File: src/rtl/chargen.sv
// RFC 864 character generator. Emits LINE_LEN printable characters per line
// followed by CR LF over a valid/ready byte interface. Each line starts one
// character later in the FIRST..LAST rotation than the previous line.
module chargen #(
  parameter int unsigned LINE_LEN = 72,
  parameter logic [7:0]  FIRST    = 8'h20,
  parameter logic [7:0]  LAST     = 8'h7E
) (
  input  logic        clk,
  input  logic        rst,
  input  logic        en,
  input  logic        ready,
  output logic [7:0]  data,
  output logic        valid,
  output logic [15:0] lines
);

  // state_q names the kind of byte being offered (valid=1) or the kind of
  // byte to offer on resume (valid=0). IDLE means "start of a line".
  localparam logic [1:0] IDLE = 2'd0;
  localparam logic [1:0] CHAR = 2'd1;
  localparam logic [1:0] CR   = 2'd2;
  localparam logic [1:0] LF   = 2'd3;

  localparam logic [7:0] LAST_COL = 8'(LINE_LEN - 1);
  localparam logic [7:0] ASCII_CR = 8'h0D;
  localparam logic [7:0] ASCII_LF = 8'h0A;

  logic [1:0]  state_q, state_d;
  logic [7:0]  col_q, col_d;
  logic [7:0]  char_q, char_d;
  logic [7:0]  start_q, start_d;
  logic [15:0] lines_q, lines_d;
  logic        valid_q, valid_d;
  logic [7:0]  data_q, data_d;
  logic        xfer;

  // Next character in the rotation, wrapping LAST back to FIRST.
  function automatic logic [7:0] next_char(input logic [7:0] c);
    return (c == LAST) ? FIRST : c + 8'd1;
  endfunction

  // Byte presented for a given position in the stream.
  function automatic logic [7:0] byte_for(input logic [1:0] st, input logic [7:0] c);
    case (st)
      CR:      return ASCII_CR;
      LF:      return ASCII_LF;
      default: return c;
    endcase
  endfunction

  assign xfer = valid_q && ready;

  // Next-state logic: advance the stream position only on a transfer, and
  // offer a new byte whenever en is high and nothing is pending.
  always_comb begin
    // NOTE: every variable gets a default first so no path leaves it unassigned (no latch).
    state_d = state_q;
    col_d   = col_q;
    char_d  = char_q;
    start_d = start_q;
    lines_d = lines_q;
    valid_d = valid_q;
    data_d  = data_q;

    if (xfer) begin
      case (state_q)
        CHAR: begin
          char_d = next_char(char_q);
          if (col_q == LAST_COL) state_d = CR;
          else                   col_d   = col_q + 8'd1;
        end
        CR: state_d = LF;
        LF: begin
          start_d = next_char(start_q);
          char_d  = next_char(start_q);
          col_d   = 8'd0;
          lines_d = lines_q + 16'd1;
          state_d = en ? CHAR : IDLE;
        end
        default: ;
      endcase
      // en low lets the current byte finish, then the stream pauses here.
      valid_d = en;
    end else if (!valid_q && en) begin
      valid_d = 1'b1;
      if (state_q == IDLE) state_d = CHAR;
    end

    // Data only changes when a new byte is offered; a held byte recomputes
    // from unchanged position state and so stays put.
    if (valid_d) data_d = byte_for(state_d, char_d);
  end

  // State registers; reset forces the stream back to line 0, character FIRST.
  always_ff @(posedge clk or posedge rst) begin
    if (rst) begin
      state_q <= IDLE;
      col_q   <= 8'd0;
      char_q  <= FIRST;
      start_q <= FIRST;
      lines_q <= 16'd0;
      valid_q <= 1'b0;
      data_q  <= 8'h00;
    end else begin
      // NOTE: non-blocking assignments so every flop samples pre-edge values.
      state_q <= state_d;
      col_q   <= col_d;
      char_q  <= char_d;
      start_q <= start_d;
      lines_q <= lines_d;
      valid_q <= valid_d;
      data_q  <= data_d;
    end
  end

  assign data  = data_q;
  assign valid = valid_q;
  assign lines = lines_q;

endmodule

File: config.mk
export PLATFORM = sky130hd
export DESIGN_NAME = chargen
export DESIGN_NICKNAME = d
export VERILOG_FILES = /design/src/rtl/chargen.sv
export SDC_FILE = /design/constraint.sdc
export NUM_CORES = 1
export LEC_CHECK = 0
export CAP_MARGIN = 30
export CORE_ASPECT_RATIO = 0.75
export CORE_MARGIN = 2
export CORE_UTILIZATION = 60
export CTS_CLUSTER_DIAMETER = 200
export DETAILED_ROUTE_END_ITERATION = 16
export HOLD_SLACK_MARGIN = 0.15
export PLACE_DENSITY = 0.89
export SLEW_MARGIN = 40
export SYNTH_ARGS = -nofsm -noshare
export SYNTH_HDL_FRONTEND = slang
export SYNTH_SLANG_ARGS = --single-unit
File: constraint.sdc
create_clock -name clk -period 2.5 [get_ports clk]
set_input_delay 0.375 -clock clk [delete_from_list [all_inputs] [get_ports clk]]
set_output_delay 0.375 -clock clk [all_outputs]
set_load 0.05 [all_outputs]
Word level (Yosys, flattened, before mapping)
Index checks and enable logic that the tools add are counted.
{"block": "op_classes", "n_addsub": 4, "n_eq_ne": 9, "muxes": 15, "n_reduce_logical": 7}
{"cell": "case mux 8 bit (2 select lines)", "count": 3}
{"cell": "2-to-1 mux 8 bit", "count": 4}
{"cell": "adder 8 x 1 -> 8 bit, second input constant", "count": 3}
{"cell": "equality test 8 x 7 -> 1 bit, second input constant", "count": 3}
{"cell": "adder 16 x 1 -> 16 bit, second input constant", "count": 1}
{"cell": "equality test 2 bit, second input constant", "count": 4}
{"cell": "2-to-1 mux 2 bit", "count": 4}
{"cell": "case mux 2 bit (3 select lines)", "count": 1}
{"cell": "2-to-1 mux 1 bit", "count": 3}
{"cell": "AND reduction 3 bit", "count": 1}
{"cell": "equality test 2 x 1 -> 1 bit, second input constant", "count": 1}
{"cell": "logical AND 1 bit", "count": 2}
{"cell": "logical NOT 2 bit", "count": 1}
{"cell": "inequality test 2 bit, second input constant", "count": 1}
{"cell": "AND reduction 2 bit", "count": 1}
{"cell": "nonzero test 2 bit", "count": 1}
{"cell": "logical NOT 1 bit", "count": 1}
{"block": "totals", "reg_bits": 51, "output_inout_bits": 25}

Logic depth before layout (Yosys ltp)
Gate-level depths: netlist (run 1).
{"block": "depth", "word_depth": 6, "mapped_depth": 7, "mapped_depth_nobuf": 7}

Worst setup path before layout (run 1)
OpenSTA, ideal clock, no wires.
{"block": "synth_timing", "path_type": "register to register", "startpoint": "reg valid_q, in the netlist valid", "endpoint": "reg lines_q[13], in the netlist lines[13]", "setup_time_ns": 0.142, "t_arrival_ns": 1.828, "path_slack_ns": 0.530, "path_stages_with_launch": 8, "synth_period_minus_slack_ns": 1.970, "path_cell_list": "dfrtp_1 > buf_2 > and4_1 > buf_2 > nand4_1 > nor2_1 > nand3_1 > xnor2_1"}
{"block": "synth_between", "elab_chain_cells": 2}
{"item": "from (decl)", "line": "34", "text": "logic valid_q, valid_d;"}
{"item": "from (signal assigned)", "line": "112", "text": "valid_q <= valid_d;"}
{"item": "logical AND 1 bit", "line": "52", "text": "assign xfer = valid_q && ready;"}
{"item": "AND reduction 2 bit (no source line)"}
{"item": "to (signal assigned)", "line": "111", "text": "lines_q <= lines_d;"}
{"item": "to (decl)", "line": "33", "text": "logic [15:0] lines_q, lines_d;"}
No other way between the ends.
A chain may end at the register's enable or synchronous reset.

Worst setup path after layout (run 1)
{"block": "layout_timing", "startpoint": "reg valid_q, in the netlist valid", "endpoint": "out valid"}
{"item": "to (decl)", "line": "14", "text": "output logic valid,"}
No word-level cell between the ends.

==> results.txt, run 1 <==
Status - finished, final reports clean
Fmax - 0.482 GHz
Setup WS pre-CTS - 0.244 ns
Die height - 61.2 um
Clk slew on worst S/H paths - 0.09 ns
Min-delay worst type - input pin to asynchronous set/reset pin
Max incr delay on CP - 0.87 ns
Final RePlAce weighted congestion - 0.866
Fin. max-slew vios - 0
Root Driver - clkbuf_8
Worst reg2reg endpoint - data[4]
Final hold violation count - 0
End point of the critical path - valid
Io pins - 29
Worst r2r src - start_q[0]
Vias in the first global route - 1985
Ys Warns - 0
Crit-path max FO - 11
Most common cell after layout, fill and taps aside - dfrtp_1
Fin Hold WS - 0.439 ns
Worst slew margin - 62.2%
Crit path buffers/inverters - 1
# resized after CTS - 0
Most frequent cells in the layout - dfrtp_1 (49), clkdlybuf4s50_1 (28), nand2_1 (25), nor2_1 (20), nand3_1 (19)
Post-detail-place hpwl - 4060 um
Nets - 299
Drt total wl - 5750 um
CP Launch Type - flop
CTS tree - yes
Final Cycle Share - 82.9%
Pin count of the biggest net entering global routing - 27
Post-CTS Setup Repair Bufs - 0
Total core area - 4130 um2
Largest delay share family, worst path - buffers and inverters
Clk_skew - 0.00512 ns
Die ar. - 4910 um2
Post-cts hold buffer count - 0
Crit Path Class - flop to primary output
Crit path required time - 2.12 ns
Ys async rst share - 100%
Clk_lat worst skew - 0.31 ns
Non-filler instance count after layout - 345
Worst reg2reg path depth - 7
Detailed-route via count - 2068
Area delta synth->final - 19.2%
Initial DRC count - 146
Worst path depth - 1
Slowest CP cell - clkdlybuf4s50_1
Diodes inserted - 0
Fin worst setup slack - 0.427 ns
Post-synth EDFFs - 0
Starting Density - 63.3%
Critical Path Start - valid
Min Tclk post-route - 2.07 ns
RSZ-0062 raised after global routing - no
Placed insts - 337
Port bufs - 28
Netlist cell types - 54
Share of cells above drive strength 1 - 11.0%
Global route overflow - 0
Finished Core Util - 75.5%
CP cell instances - clkdlybuf4s50_1
Post-DP Area - 2990 um2
Syn Area/Cell - 10.2 um2
Setup crit end kind - primary output
Num rows - 20
Worst-Margin Slew - 0.566 ns
Initial antenna violation count - 0
First-pass detailed-route iteration total - 4
Routed wire per std cell - 16.7 um
Die W - 80.2 um
Mapped Cells - 257
FF+latch count, synth - 51
Syn Nets - 267
DR vias/cell - 5.99
Total track usage - 26.2%
Maximum vdd ir drop - 0.836 mV
Leakage - 1.38 nW
Clk sinks - 51
Max Cap Viol - 0
Final setup viols - 0
CTS Buffer Depth - 2
Fin area - 3120 um2
Register area share after synthesis - 48.9%
TritonCTS Buffers - 5
DRC Markers - 0
H-tree depth - 2
TNS Setup - 0 ns
Total design power - 2.34 mW
Crit path DAT - 1.70 ns
First-pass GRT wire length - 9550 um
R2R Setup Slk - 0.56 ns
Antenna Nets Post-Route - 0
Dominant synthesized flop cell - dfrtp_1
Mapped Area - 2620 um2
Cell Pwr Density - 750 nW/um2
-- layout make-up --
class,count,area [um2]
sequential,51,1280
multi-input combinational,189,1260
fill,271,1010
timing repair buffer,36,353
clock buffer,6,72.6
tap,55,68.8
clock inverter,2,60.1
inverter,6,22.5
-- routing by layer --
metal | vias to the layer above | wire, um | global-route usage, %
met3 | 4 | 284 | 5.43
met4 | 0 | 34 | 11.1
li1 | 988 | - | -
met1 | 1014 | 2660 | 36.3
met5 | - | 0 | 0
met2 | 62 | 2770 | 41.1
-- state kept, by name (all words and copies together), names as in the netlist --
register and count:
state_q 2, valid 1, col_q 8, data 8, lines 16, start_q 8, char_q 8
-- report_power, final --
| group | leakage (nW) | switching [mW] | internal (mW) |
|---|---|---|---|
| Combinational | 0.691 | 0.346 | 0.253 |
| Clock | 0.0654 | 0.270 | 0.400 |
| Sequential | 0.626 | 0.123 | 0.946 |
| Total | 1.38 | 0.739 | 1.60 |
-- worst min path at each step --
stage,from,end,cells after the start
after floorplan,col_q[7],col_q[7],2
after global placement,lines[15],lines[15],1
after detailed placement,lines[15],lines[15],1
after CTS,rst,start_q[6],2
after global routing,rst,start_q[6],2
final,rst,start_q[6],2
-- cell usage after synthesis (2+ instances only) --
| master | n | area, um2 |
|---|---|---|
| nand4_1 | 8 | 50.1 |
| buf_2 | 7 | 35.0 |
| nand3b_1 | 2 | 15.0 |
| nor2b_1 | 4 | 25.0 |
| o21ai_0 | 7 | 35.0 |
| dfrtp_1 | 49 | 1230 |
| mux2_2 | 4 | 45.0 |
| ha_1 | 6 | 75.1 |
| o2bb2ai_1 | 2 | 17.5 |
| xor2_1 | 9 | 78.8 |
| a31oi_1 | 2 | 12.5 |
| a211o_1 | 4 | 35.0 |
| o22ai_1 | 2 | 12.5 |
| o211ai_1 | 2 | 15.0 |
| clkbuf_1 | 3 | 11.3 |
| a21oi_1 | 8 | 40.0 |
| nand2b_1 | 2 | 12.5 |
| a21o_1 | 4 | 30.0 |
| nand3_1 | 19 | 95.1 |
| a22o_1 | 4 | 35.0 |
| nor2_1 | 20 | 75.1 |
| and3_1 | 5 | 31.3 |
| inv_1 | 6 | 22.5 |
| dfstp_2 | 2 | 52.6 |
| nor3_1 | 7 | 35.0 |
| nand2_1 | 25 | 93.8 |
| and4_1 | 3 | 26.3 |
| mux2i_1 | 2 | 20.0 |
| xnor2_1 | 13 | 114 |
| or3_1 | 2 | 12.5 |
-- cell families (layout without fill, tap and decap cells) --
group           count (synthesis)  in the layout  synth area share, %
compound gates                 49             49                 13.9
fa+ha+maj                       6              6                 2.87
mux                             7              7                 3.06
simple gates                  105            105                 21.1
flops                          51             51                 48.9
xor+xnor                       22             22                 7.37
buf+inv                        17             50                 2.82
(Power assumes the default switching activity.)
==> inputs of run 2 (changes only) <==
CORE_UTILIZATION = 50   (was 60)
PLACE_DENSITY = 0.8   (was 0.89)
clock period = 1.9 ns   (was 2.5 ns; I/O delays follow)
==> results.txt, run 2 (synthesis gave the netlist of run 1 again) <==
Final setup viols - 0
Port bufs - 28
Die W - 87.5 um
First-pass GRT wire length - 10100 um
Final hold violation count - 0
Max Cap Viol - 0
Max FFs per register - 16
DR vias/cell - 5.71
Crit path DAT - 1.57 ns
Worst reg2reg endpoint - data[1]
Setup WS pre-CTS - -0.106 ns
Drt total wl - 5920 um
Diodes inserted - 0
Total track usage - 22.8%
First-pass detailed-route iteration total - 4
Most frequent cells in the layout - dfrtp_1 (48), buf_4 (27), nand2_1 (25)
Finished Core Util - 66.7%
Worst r2r src - col_q[7]
Crit-path max FO - 4
Die height - 66.6 um
Io pins - 29
End point of the critical path - lines[4]
RSZ-0062 raised after global routing - yes
Min-delay worst type - input pin to asynchronous set/reset pin
Share of cells above drive strength 1 - 18.7%
R2R Setup Slk - 0.09 ns
Worst-Margin Slew - 0.519 ns
Initial antenna violation count - 0
Worst slew margin - 65.4%
CTS Buffer Depth - 2
Starting Density - 52.8%
Worst reg2reg path depth - 6
Cell Pwr Density - 914 nW/um2
Area delta synth->final - 26.4%
TritonCTS Buffers - 5
Clk_skew - 0.00896 ns
Fin. max-slew vios - 0
Post-detail-place hpwl - 4120 um
Min Tclk post-route - 1.86 ns
Status - finished, final reports clean
Clk slew on worst S/H paths - 0.10 ns
Crit path required time - 1.62 ns
Worst path depth - 1
TNS Setup - 0 ns
Maximum vdd ir drop - 0.790 mV
Final RePlAce weighted congestion - 0.907
Root Driver - clkbuf_8
DRC Markers - 0
Crit Path Class - flop to primary output
Fmax - 0.538 GHz
Global route overflow - 0
H-tree depth - 2
CP Launch Type - flop
Largest delay share family, worst path - buffers and inverters
Total core area - 4950 um2
Final Cycle Share - 97.8%
Detailed-route via count - 2113
Leakage - 1.63 nW
Pin count of the biggest net entering global routing - 52
Num rows - 22
Crit path buffers/inverters - 1
Fin worst setup slack - 0.0426 ns
CTS tree - yes
Antenna Nets Post-Route - 0
Most common cell after layout, fill and taps aside - dfrtp_1
Setup crit end kind - primary output
Critical Path Start - lines[4]
CP cell instances - clkdlybuf4s50_1
Clk sinks - 51
Clk_lat worst skew - 0.31 ns
Die ar. - 5830 um2
Routed wire per std cell - 16.0 um
Max incr delay on CP - 0.83 ns
Vias in the first global route - 2099
Initial DRC count - 102
Slowest CP cell - clkdlybuf4s50_1
Nets - 319
run 2: layout make-up:
type | count | area [um2]
clock buffers | 5 | 68.8
clock inverters | 3 | 43.8
fillers | 380 | 1650
inverters | 6 | 22.5
multi-input cells | 189 | 1290
flip-flops and latches | 51 | 1280
well taps | 60 | 75.1
repair buffers | 56 | 524
run 2: what timing repair did:
action	CTS	global route
endpoints found under the setup margin	0	12
hold buffers	0	0
gates resized for setup	0	14
buffers inserted	0	1
run 2: power by group:
part | internal [mW] | switching, mW
clock | 0.393 | 0.371
combinational | 0.366 | 0.492
sequential | 1.25 | 0.155
total | 2.00 | 1.02
run 2: through the flow:
stage	power [mW]	instances	area [um2]	hold slack, ns
after global placement	2.21	361	3130	0.459
after detailed placement	2.25	361	3130	0.465
after CTS	3.03	369	3250	0.331
final	3.02	370	3310	0.318
after global routing	3.19	370	3310	0.372
after floorplan	1.96	257	2620	0.459
run 2: worst min-delay path by stage:
| stage | startpoint | endpoint | slack (ns) | depth (start not counted) |
|---|---|---|---|---|
| floorplan | en | state_q[0] | 0.46 | 2 |
| finish | rst | start_q[0] | 0.32 | 3 |
| global route | rst | start_q[1] | 0.37 | 3 |
| global placement | lines[15] | lines[15] | 0.46 | 1 |
| detailed placement | lines[15] | lines[15] | 0.47 | 1 |
| CTS | rst | data[7] | 0.33 | 3 |
run 2: layer usage:
layer	share of wire, %	global-route usage (%)
met3	4.8	4.83
met2	44	33.9
met1	49	32.0
met5	0	0
met4	2.3	10.0
